[src/rtl/block_find_min.sv]
// Scans RAM[i_start_addr..NUM_ELEM-1] and reports the unsigned minimum with its address. The done/write pulse arrives K+2 cycles after start.
// Starts are ignored while busy, and no request is queued; the RAM read port is assumed to be always ready.
module block_find_min #(
    parameter int SIZE_DATA = 8,
    parameter int SIZE_ADDR = 4,
    parameter int NUM_ELEM  = 16
) (
    input  logic                 i_clk,
    input  logic                 i_rst_n,
    input  logic                 i_start,
    input  logic [SIZE_ADDR-1:0] i_start_addr,
    input  logic [SIZE_DATA-1:0] i_rd_data,
    output logic                 o_rd_en,
    output logic [SIZE_ADDR-1:0] o_rd_addr,
    output logic                 o_busy,
    output logic [SIZE_DATA-1:0] o_temp_min,
    output logic [SIZE_ADDR-1:0] o_min_addr,
    output logic                 o_wr_en,
    output logic                 o_sel_wr,
    output logic                 o_done
);

    typedef enum logic [1:0] {S_IDLE, S_READ, S_DRAIN, S_DONE} state_t;

    localparam logic [SIZE_ADDR:0]   LP_NUM  = (SIZE_ADDR+1)'(NUM_ELEM);
    localparam logic [SIZE_ADDR-1:0] LP_LAST = SIZE_ADDR'(NUM_ELEM - 1);

    state_t               r_state, w_next;
    logic [SIZE_ADDR-1:0] r_cnt;
    logic [SIZE_ADDR-1:0] r_rd_addr_d;
    logic                 r_rd_vld;
    logic                 r_min_vld;
    logic [SIZE_DATA-1:0] r_min;
    logic [SIZE_ADDR-1:0] r_min_addr;
    logic                 w_start_ok;

    // Out-of-range start addresses are dropped, so the scan never reads past NUM_ELEM-1.
    assign w_start_ok = i_start && ({1'b0, i_start_addr} < LP_NUM);

    always_comb begin
        w_next = r_state;
        case (r_state)
            S_IDLE:  if (w_start_ok) w_next = S_READ;
            S_READ:  if (r_cnt == LP_LAST) w_next = S_DRAIN;
            S_DRAIN: w_next = S_DONE;
            S_DONE:  w_next = S_IDLE;
            default: w_next = S_IDLE;
        endcase
    end

    always_ff @(posedge i_clk or negedge i_rst_n) begin
        if (!i_rst_n) begin
            r_state <= S_IDLE;
        end else begin
            r_state <= w_next;
        end
    end

    always_ff @(posedge i_clk or negedge i_rst_n) begin
        if (!i_rst_n) begin
            r_cnt       <= '0;
            r_rd_vld    <= 1'b0;
            r_rd_addr_d <= '0;
        end else begin
            if (r_state == S_IDLE && w_start_ok) begin
                r_cnt <= i_start_addr;
            end else if (r_state == S_READ && r_cnt != LP_LAST) begin
                r_cnt <= r_cnt + SIZE_ADDR'(1);
            end
            r_rd_vld    <= (r_state == S_READ);
            r_rd_addr_d <= r_cnt;
        end
    end

    // Strict less-than keeps the earliest address on ties.
    always_ff @(posedge i_clk or negedge i_rst_n) begin
        if (!i_rst_n) begin
            r_min_vld  <= 1'b0;
            r_min      <= '0;
            r_min_addr <= '0;
        end else if (r_state == S_IDLE && w_start_ok) begin
            r_min_vld <= 1'b0;
        end else if (r_rd_vld) begin
            r_min_vld <= 1'b1;
            if (!r_min_vld || i_rd_data < r_min) begin
                r_min      <= i_rd_data;
                r_min_addr <= r_rd_addr_d;
            end
        end
    end

    assign o_rd_en    = (r_state == S_READ);
    assign o_rd_addr  = r_cnt;
    assign o_busy     = (r_state != S_IDLE);
    assign o_temp_min = r_min;
    assign o_min_addr = r_min_addr;
    assign o_wr_en    = (r_state == S_DONE);
    assign o_sel_wr   = (r_state == S_DONE);
    assign o_done     = (r_state == S_DONE);

endmodule
[config.mk]
export PLATFORM = sky130hd
export DESIGN_NAME = block_find_min
export DESIGN_NICKNAME = d
export VERILOG_FILES = /design/src/rtl/block_find_min.sv
export SDC_FILE = /design/constraint.sdc
export NUM_CORES = 1
export LEC_CHECK = 0
export BUFFER_PORTS_ARGS = -buffer_cell sky130_fd_sc_hd__clkbuf_2
export CORE_ASPECT_RATIO = 0.7
export CORE_MARGIN = 3
export CORE_UTILIZATION = 58
export DETAILED_ROUTE_END_ITERATION = 7
export PLACE_DENSITY = 0.81
export SETUP_SLACK_MARGIN = 0.02
export SYNTH_ARGS = -nofsm -noshare
export SYNTH_HDL_FRONTEND = slang
export SYNTH_SLANG_ARGS = --single-unit
[constraint.sdc]
create_clock -name i_clk -period 3.8 [get_ports i_clk]
set_input_delay 0.19 -clock i_clk [delete_from_list [all_inputs] [get_ports i_clk]]
set_output_delay 0.19 -clock i_clk [all_outputs]
set_load 0.02 [all_outputs]
==> results.toml, run 1 <==
[status]
status = "finished clean"

[route]
drc = 0
topRoutingLayerUsed = "met4"
drt-wirelength-per-cell_um = 18.2
drtIter0Drc = 175
wl_met1_um = 1930
wl_um = 4190
avgViaCountPerCell = 6.69
drtAntennaViolNets = 0
first_pass_iters = 4
num_vias = 1538
wl_met3_um = 357
met2WireLength_um = 1890

[placed_design]
place_ws_ps = 1630
placed_area_sq_mm = 0.00180
dp_hpwl_um = 2870
place.gp.congestion = 0.828
portBuffers = 35

[final_layout]
diodes = 0
fin_nets = 226
multiInputGateArea_sq_um = 946
nFillCells = 209
fin_area_sq_mm = 0.00185
syn2layout_area_growth_pct = 10.2
drive_gt1_frac = 0.245
regArea_sq_um = 601

[floorplan]
initial_core_util = 0.645
die_h_um = 51.1
rows = 15
die_area_sq_mm = 0.00359
pin_count = 36
die_width_um = 70.4
core_sq_mm = 0.00261

[logic_synthesis]
async_reset_ff_frac = 1.00
ys_ff_latch = 24
synthTopCellsByArea = "dfrtp_1 (36%), ha_1 (9.7%), o2111ai_1 (6.2%), nand3_1 (6.0%), a221oi_2 (4.5%)"
yosys.cell_types.count = 31
synth_common_cells = "dfrtp_1 (24), nand3_1 (20), ha_1 (13)"
synth_cells = 173
ys_seq_area_frac = 0.357
yosysTopAreaCell = "dfrtp_1"
syn-num-nets = 201
synth.mux.area_fraction = 0.00595
synth_ff_type = "dfrtp_1"
synth_compound_area_frac = 0.237
synth-xor-area-share = 0.0156
synth-edff-count = 0
mappedNetlistArea_sq_mm = 0.00168
ys_warn_count = 0
avgSynthCellArea_sq_um = 9.72
synth_top_area_share = 0.357
synth_simple_gate_area_frac = 0.208
synthAdderAreaFrac = 0.0967
synth.most_common_cell = "dfrtp_1"
synth_top_family_by_area = "compound AO/OA/AOI/OAI gates"

[pwr]
power.leakage_nw = 0.805
vdd_drop_max_mv = 0.678
p_per_area_mw_per_mm2 = 979

[worst_setup_path]
cp.arrival_ps = 2470
crit_type = "reg -> reg"
max_stage_delay_ps = 790
worstPathRequired_ps = 3990
crit_path_start_kind = "flip-flop"
crit_fanout = 12
crit_buf_inv = 1
cp_top_family = "compound AO/OA/AOI/OAI gates"
crit_slowest_cell = "a31oi_1"
crit_chain = "inv_1 -> ha_1 -> a21o_1 -> a31oi_1 -> o2111ai_1 -> nand3_1"
worstSetupEndpointType = "flip-flop"

[timing]
setup_violations = 0
post-route-period-util = 0.600
fmax_mhz = 439
slew_headroom = 0.272
clock_skew_ps = 9.85
fin_ws_ps = 1520
fin_crit_ps = 2280
rsz0062_at_grt = "false"
whs_ps = 171
tightest_slew_ps = 1090
maxSlewViolCount = 0
tns_ps = 0
hold_viol = 0

[global_route]
antenna_found_initial = 0
grt_max_degree = 33
track_usage = 0.247
grt_overflow_total = 0
grt_pass1_wl_um = 7120
grt_pass1_vias = 1557

[clock_network]
clockRootBuffer = "clkbuf_8"
numCtsBuffers = 3
htree_levels = 1
path_clk_slew_ps = 80
clkSinkCount = 24
cts_tree = "built"
clock_path_buffers = 2
post_cts_resized = 0
insertion_delay_ps = 270

[run]
maxCapViolations = 0

[hold_path]
hp-class = "in -> reg"
## sequential cells by signal, indices dropped and copies added (netlist names)
| register | cells |
|---|---|
| o_min_addr | 4 |
| o_rd_addr | 4 |
| o_temp_min | 8 |
| r_min_vld | 1 |
| r_rd_addr_d | 4 |
| r_rd_vld | 1 |
| r_state | 2 |
## cell usage in the layout (no fill, tap or decap), drive strengths merged
master,n
a21bo,1
a21o,2
a21oi,11
a221oi,5
a2bb2oi,1
a311oi,7
a31o,1
a31oi,1
and2,6
and3,1
and4,1
clkbuf,38
dfrtp,24
dlygate4sd3,1
ha,13
inv,10
mux2i,1
nand2,3
nand3,20
nand4,7
nor2,5
nor3b,13
o2111ai,12
o21a,3
o21ai,6
xor2,3
## power by group
part / total (mW) / internal, mW / leakage [nW] / switching, mW
Clock: 0.149 / 0.0709 / 0.0216 / 0.0783
Combinational: 1.09 / 0.403 / 0.512 / 0.682
Sequential: 0.580 / 0.391 / 0.272 / 0.189
Total: 1.81 / 0.865 / 0.805 / 0.949
## worst min-delay path, cell delays in order
cell      delay, ps
clkbuf_2         80
nor2_1           90
a21oi_1          40
## worst paths after layout
kind                            cells past startpoint  slack [ps]        endpoint            start
min in group asynchronous                           2         450   o_temp_min[2]          i_rst_n
max in group asynchronous                           2        2950       r_min_vld          i_rst_n
worst min register to register                      0         470  r_rd_addr_d[1]     o_rd_addr[1]
worst max register to register                      6        1520   o_temp_min[6]    o_temp_min[7]
worst min-delay path                                3         170    o_rd_addr[0]  i_start_addr[0]
worst max-delay path                                6        1520   o_temp_min[6]    o_temp_min[7]
## cell families (layout without fill, tap and decap cells)
logic type / count (synthesis) / in the layout
AND/OR/NAND/NOR: 56 / 56
AO/OA/AOI/OAI: 50 / 50
buffers and inverters: 26 / 49
flip-flops: 24 / 24
adder cells (fa/ha/maj): 13 / 13
XOR/XNOR: 3 / 3
multiplexers: 1 / 1
## routing by layer
layer | vias to the layer above | GRT usage
met5 | - | 0
met4 | 0 | 0.0637
met3 | 4 | 0.0472
met2 | 87 | 0.401
met1 | 733 | 0.342
li1 | 714 | -
## timing repair
item                      in CTS  in global routing
hold endpoints to repair      24                  0
hold buffers                   1                  0
setup buffers                  0                  0
## layout make-up
cell class,instances,share of cell area
sequential,24,0.324
multi-input combinational,123,0.510
inverter,10,0.0203
tap,34,0.0230
clock buffer,3,0.0223
timing repair buffer,36,0.0999
## through the flow
| step | power, mW | cells | utilization |
|---|---|---|---|
| final | 1.81 | 230 | 0.710 |
| after global placement | 1.58 | 226 | 0.691 |
| after floorplan | 1.40 | 173 | - |
| after detailed placement | 1.64 | 226 | 0.691 |
| after CTS | 1.79 | 230 | 0.710 |
| after global routing | 1.96 | 230 | 0.710 |
Power figures use the tool's default switching activity.
==> inputs of run 2 (changes only) <==
--- a/config.mk
+++ b/config.mk
@@ -8,9 +8,9 @@
 export BUFFER_PORTS_ARGS = -buffer_cell sky130_fd_sc_hd__clkbuf_2
 export CORE_ASPECT_RATIO = 0.7
 export CORE_MARGIN = 3
-export CORE_UTILIZATION = 58
+export CORE_UTILIZATION = 54
 export DETAILED_ROUTE_END_ITERATION = 7
-export PLACE_DENSITY = 0.81
+export PLACE_DENSITY = 0.76
 export SETUP_SLACK_MARGIN = 0.02
 export SYNTH_ARGS = -nofsm -noshare
 export SYNTH_HDL_FRONTEND = slang
==> constraint.sdc (replaced) <==
create_clock -name i_clk -period 2.2 [get_ports i_clk]
set_input_delay 0.11 -clock i_clk [delete_from_list [all_inputs] [get_ports i_clk]]
set_output_delay 0.11 -clock i_clk [all_outputs]
set_load 0.02 [all_outputs]
==> results.toml, run 2 (synthesis gave the netlist of run 1 again) <==
[worst_setup_path]
worstPathRequired_ps = 2350
worst_r2r_path_depth = 6
cp.arrival_ps = 2170
r2r-start = "o_temp_min[7]"
crit_type = "reg -> reg"
crit_fanout = 12
r2r_setup_slack_ps = 190
worstSetupEndpointType = "flip-flop"
crit_path_start_kind = "flip-flop"
r2r_end = "o_temp_min[6]"

[timing]
fin_ws_ps = 188
fin_crit_ps = 2010
fmax_mhz = 497
hold_viol = 0
clock_skew_ps = 7.80
rsz0062_at_grt = "false"
maxSlewViolCount = 0
setup_violations = 0
tightest_slew_ps = 1030
post-route-period-util = 0.915
slew_headroom = 0.311
tns_ps = 0

[clock_network]
numCtsBuffers = 3
path_clk_slew_ps = 90
clkSinkCount = 24
insertion_delay_ps = 280
cts_tree = "built"
cts_setup_buffers = 0
htree_levels = 1
clockRootBuffer = "clkbuf_8"
clock_path_buffers = 2

[placed_design]
placedCellCount = 233
place.gp.congestion = 0.726
place_ws_ps = 223
portBuffers = 35
dp_hpwl_um = 2990

[route]
drt-wirelength-per-cell_um = 17.9
drtIter0Drc = 156
drc = 0
first_pass_iters = 5
wl_um = 4270
avgViaCountPerCell = 6.68
num_vias = 1589
drtAntennaViolNets = 0

[floorplan]
rows = 16
core_sq_mm = 0.00288
pin_count = 36
initial_core_util = 0.583
die_area_sq_mm = 0.00383
die_width_um = 72.7
die_h_um = 52.7

[global_route]
grt_overflow_total = 0
grt_max_degree = 33
track_usage = 0.238
antenna_found_initial = 0
grt_pass1_wl_um = 6960
grt_pass1_vias = 1501

[pwr]
power.leakage_nw = 0.842
vdd_drop_max_mv = 0.775
p_per_area_mw_per_mm2 = 1740

[hold_path]
hold_start = "i_start_addr[3]"
holdPathStages = 3
min_to = "o_rd_addr[3]"
hp-class = "in -> reg"

[final_layout]
mostFrequentLayoutCells = "clkbuf_2 (35), dfrtp_1 (24), nand3_1 (20), ha_1 (13), o2111ai_1 (12)"
syn2layout_area_growth_pct = 14.4
fin_nets = 231
diodes = 0
stdcell_count = 238
largest_reg_flops = 8
drive_gt1_frac = 0.272
final_common_cell = "clkbuf_2"

[run]
maxCapViolations = 0

[status]
status = "finished clean"
[run 2: cell count changes in the layout (fill, tap and decap cells not counted), sizes merged]
cell,before,now
bufinv,0,1
buf,0,5
[run 2: critical path, cell delays in order (launching register included)]
cell and delay (ps):
dfrtp_1 420, inv_1 80, ha_1 320, a21o_1 180, a31o_1 390, a311oi_1 370, nand3_1 130
[run 2: worst max-delay path by stage]
stage / startpoint / to / cells past startpoint
2_1_floorplan: o_temp_min[7] / o_temp_min[3] / 7
6_report: o_temp_min[7] / o_temp_min[6] / 6
3_5_place_dp: r_state[0] / o_min_addr[0] / 6
4_1_cts: r_state[0] / o_min_addr[0] / 6
5_1_grt: o_temp_min[7] / o_temp_min[7] / 6
3_3_place_gp: o_temp_min[7] / o_temp_min[4] / 6
[run 2: timing repair]
item / 4_1_cts / 5_1_grt
hold buffers: 1 / 0
gates resized for setup: 0 / 1
endpoints found under the hold margin: 24 / 0
endpoints found under the setup margin: 0 / 3
[run 2: area by class of cell]
class / count / area (sq um)
fill: 240 / 960
inverter: 10 / 37.5
clock inverter: 1 / 30.0
tap: 36 / 45.0
multi-input combinational: 123 / 946
clock buffer: 3 / 41.3
timing repair buffer: 41 / 223
sequential: 24 / 601
[run 2: metal layers]
| layer | GRT usage | part of all wire |
|---|---|---|
| met4 | 0.0583 | 0.0094 |
| met1 | 0.312 | 0.44 |
| met3 | 0.0460 | 0.075 |
| met5 | 0 | 0 |
| met2 | 0.406 | 0.47 |
[run 2: through the flow]
stage               area [sq um]  total power [mW]  hold slack [ps]  utilization
global placement            1840              2.82              141        0.639
floorplan                   1680              2.43             -186            -
finish                      1920              3.35             77.4        0.667
CTS                         1920              3.34             69.8        0.667
detailed placement          1840              2.91              159        0.639
global route                1920              3.59             76.2        0.667
[run 2: report_power, final]
group / total (mW) / internal [mW] / switching, mW
logic: 1.97 / 0.759 / 1.21
registers: 0.975 / 0.675 / 0.300
clock network: 0.400 / 0.244 / 0.156
==> inputs of run 3 (changes only) <==
==> config.mk (replaced) <==
export PLATFORM = sky130hd
export DESIGN_NAME = block_find_min
export DESIGN_NICKNAME = d
export VERILOG_FILES = /design/src/rtl/block_find_min.sv
export SDC_FILE = /design/constraint.sdc
export NUM_CORES = 1
export LEC_CHECK = 0
export CORE_ASPECT_RATIO = 0.7
export CORE_MARGIN = 3
export CORE_UTILIZATION = 62
export DETAILED_ROUTE_END_ITERATION = 7
export DONT_BUFFER_PORTS = 1
export PLACE_DENSITY = 0.75
export SETUP_SLACK_MARGIN = 0.02
export SLEW_MARGIN = 20
export SYNTH_ARGS = -nofsm -noshare
export SYNTH_HDL_FRONTEND = slang
export SYNTH_SLANG_ARGS = --single-unit
==> results.toml, run 3 (synthesis gave the netlist of run 1 again) <==
[status]
status = "finished clean"

[worst_setup_path]
r2r_setup_slack_ps = 150
crit_type = "reg -> reg"
worstSetupEndpointType = "flip-flop"
crit_start = "o_temp_min[4]"
r2r-start = "o_temp_min[4]"
crit_fanout = 12
max_stage_delay_ps = 510
crit_slowest_cell = "dfrtp_1"
crit_chain = "inv_1 -> ha_1 -> a21o_1 -> a31o_1 -> a311oi_1 -> nand3_1"
worstPathRequired_ps = 2350
crit_path_start_kind = "flip-flop"
r2r_end = "o_temp_min[2]"
worst_r2r_path_depth = 6
endpoint = "o_temp_min[2]"
cp.arrival_ps = 2210

[hold_path]
hp-class = "in -> reg"
holdPathStages = 2

[route]
wl_um = 4160
drc = 0
avgViaCountPerCell = 6.88
first_pass_iters = 4
drtAntennaViolNets = 0
drt-wirelength-per-cell_um = 19.5
drtIter0Drc = 140
num_vias = 1466

[global_route]
track_usage = 0.269
grt_pass1_wl_um = 6840
grt_max_degree = 33
antenna_found_initial = 0
grt_overflow_total = 0
grt_pass1_vias = 1436

[floorplan]
initial_core_util = 0.669
die_h_um = 49.6
core_sq_mm = 0.00251
pin_count = 36
die_area_sq_mm = 0.00338
rows = 15
die_width_um = 68.2

[final_layout]
diodes = 0
largest_reg_flops = 8
fin_nets = 208
stdcell_count = 213
final_common_cell = "dfrtp_1"
regArea_sq_um = 601
drive_gt1_frac = 0.140
multiInputGateArea_sq_um = 946
nFillCells = 191
mostFrequentLayoutCells = "dfrtp_1 (24), nand3_1 (20), ha_1 (13), o2111ai_1 (12), a21oi_1 (11)"
syn2layout_area_growth_pct = 9.08

[timing]
post-route-period-util = 0.934
hold_viol = 0
fmax_mhz = 487
setup_violations = 0
tightest_slew_ps = 1080
fin_crit_ps = 2050
clock_skew_ps = 3.28
maxSlewViolCount = 0
tns_ps = 0
slew_headroom = 0.281
rsz0062_at_grt = "false"

[placed_design]
portBuffers = 0
place.gp.congestion = 0.838
dp_hpwl_um = 2850
placedCellCount = 200

[clock_network]
path_clk_slew_ps = 90
htree_levels = 1
numCtsBuffers = 3
insertion_delay_ps = 270
clockRootBuffer = "clkbuf_8"
cts_tree = "built"
clock_path_buffers = 2
clkSinkCount = 24

[pwr]
vdd_drop_max_mv = 0.889
power_mw = 3.13
p_per_area_mw_per_mm2 = 1710
power.leakage_nw = 0.742

[run]
maxCapViolations = 0
[run 3: timing repair]
item / 4_1_cts / 5_1_grt
endpoints found under the setup margin: 0 / 1
setup buffers: 0 / 0
hold buffers: 8 / 1
endpoints found under the hold margin: 31 / 24
resized for setup: 0 / 1
[run 3: worst min-delay path by stage]
stage	from	endpoint
finish	i_rd_data[5]	o_temp_min[5]
global route	i_rd_data[3]	o_temp_min[3]
CTS	i_rd_data[3]	o_temp_min[3]
detailed placement	i_rst_n	o_temp_min[5]
global placement	i_rst_n	o_temp_min[5]
floorplan	i_rst_n	o_min_addr[0]
[run 3: where the power goes]
| part | switching (mW) | total, mW | internal, mW | leakage, nW |
|---|---|---|---|---|
| sequential | 0.409 | 1.08 | 0.673 | 0.272 |
| combinational | 1.06 | 1.74 | 0.682 | 0.441 |
| clock | 0.147 | 0.307 | 0.160 | 0.0288 |
| total | 1.61 | 3.13 | 1.52 | 0.742 |
[run 3: area by class of cell]
type,count,area share
clock buffers,4,0.0300
well taps,34,0.0232
flip-flops and latches,24,0.327
repair buffers,18,0.0832
inverters,10,0.0205
multi-input cells,123,0.516
[run 3: critical path, delay by kind of cell (launching register included)]
family / cells / cell delay [ps]
adders and majority gates: 1 / 190
buffers and inverters: 1 / 100
and+or+nand+nor: 1 / 130
AOI/OAI and AO/OA: 3 / 1000
DFF: 1 / 510
[run 3: per-stage QoR]
step	hold slack, ps	cell area, sq um	worst slack [ps]	util
3_5_place_dp	-185	1690	138	0.674
4_1_cts	4.05	1830	126	0.727
3_3_place_gp	-185	1690	300	0.674
6_report	4.17	1830	145	0.729
5_1_grt	16.4	1830	32.0	0.729
2_1_floorplan	-186	1680	339	-
[run 3: metal layers]
metal	wire, um	GRT usage
met5	0	0
met4	54	0.0726
met3	385	0.0729
met2	1960	0.411
met1	1750	0.372
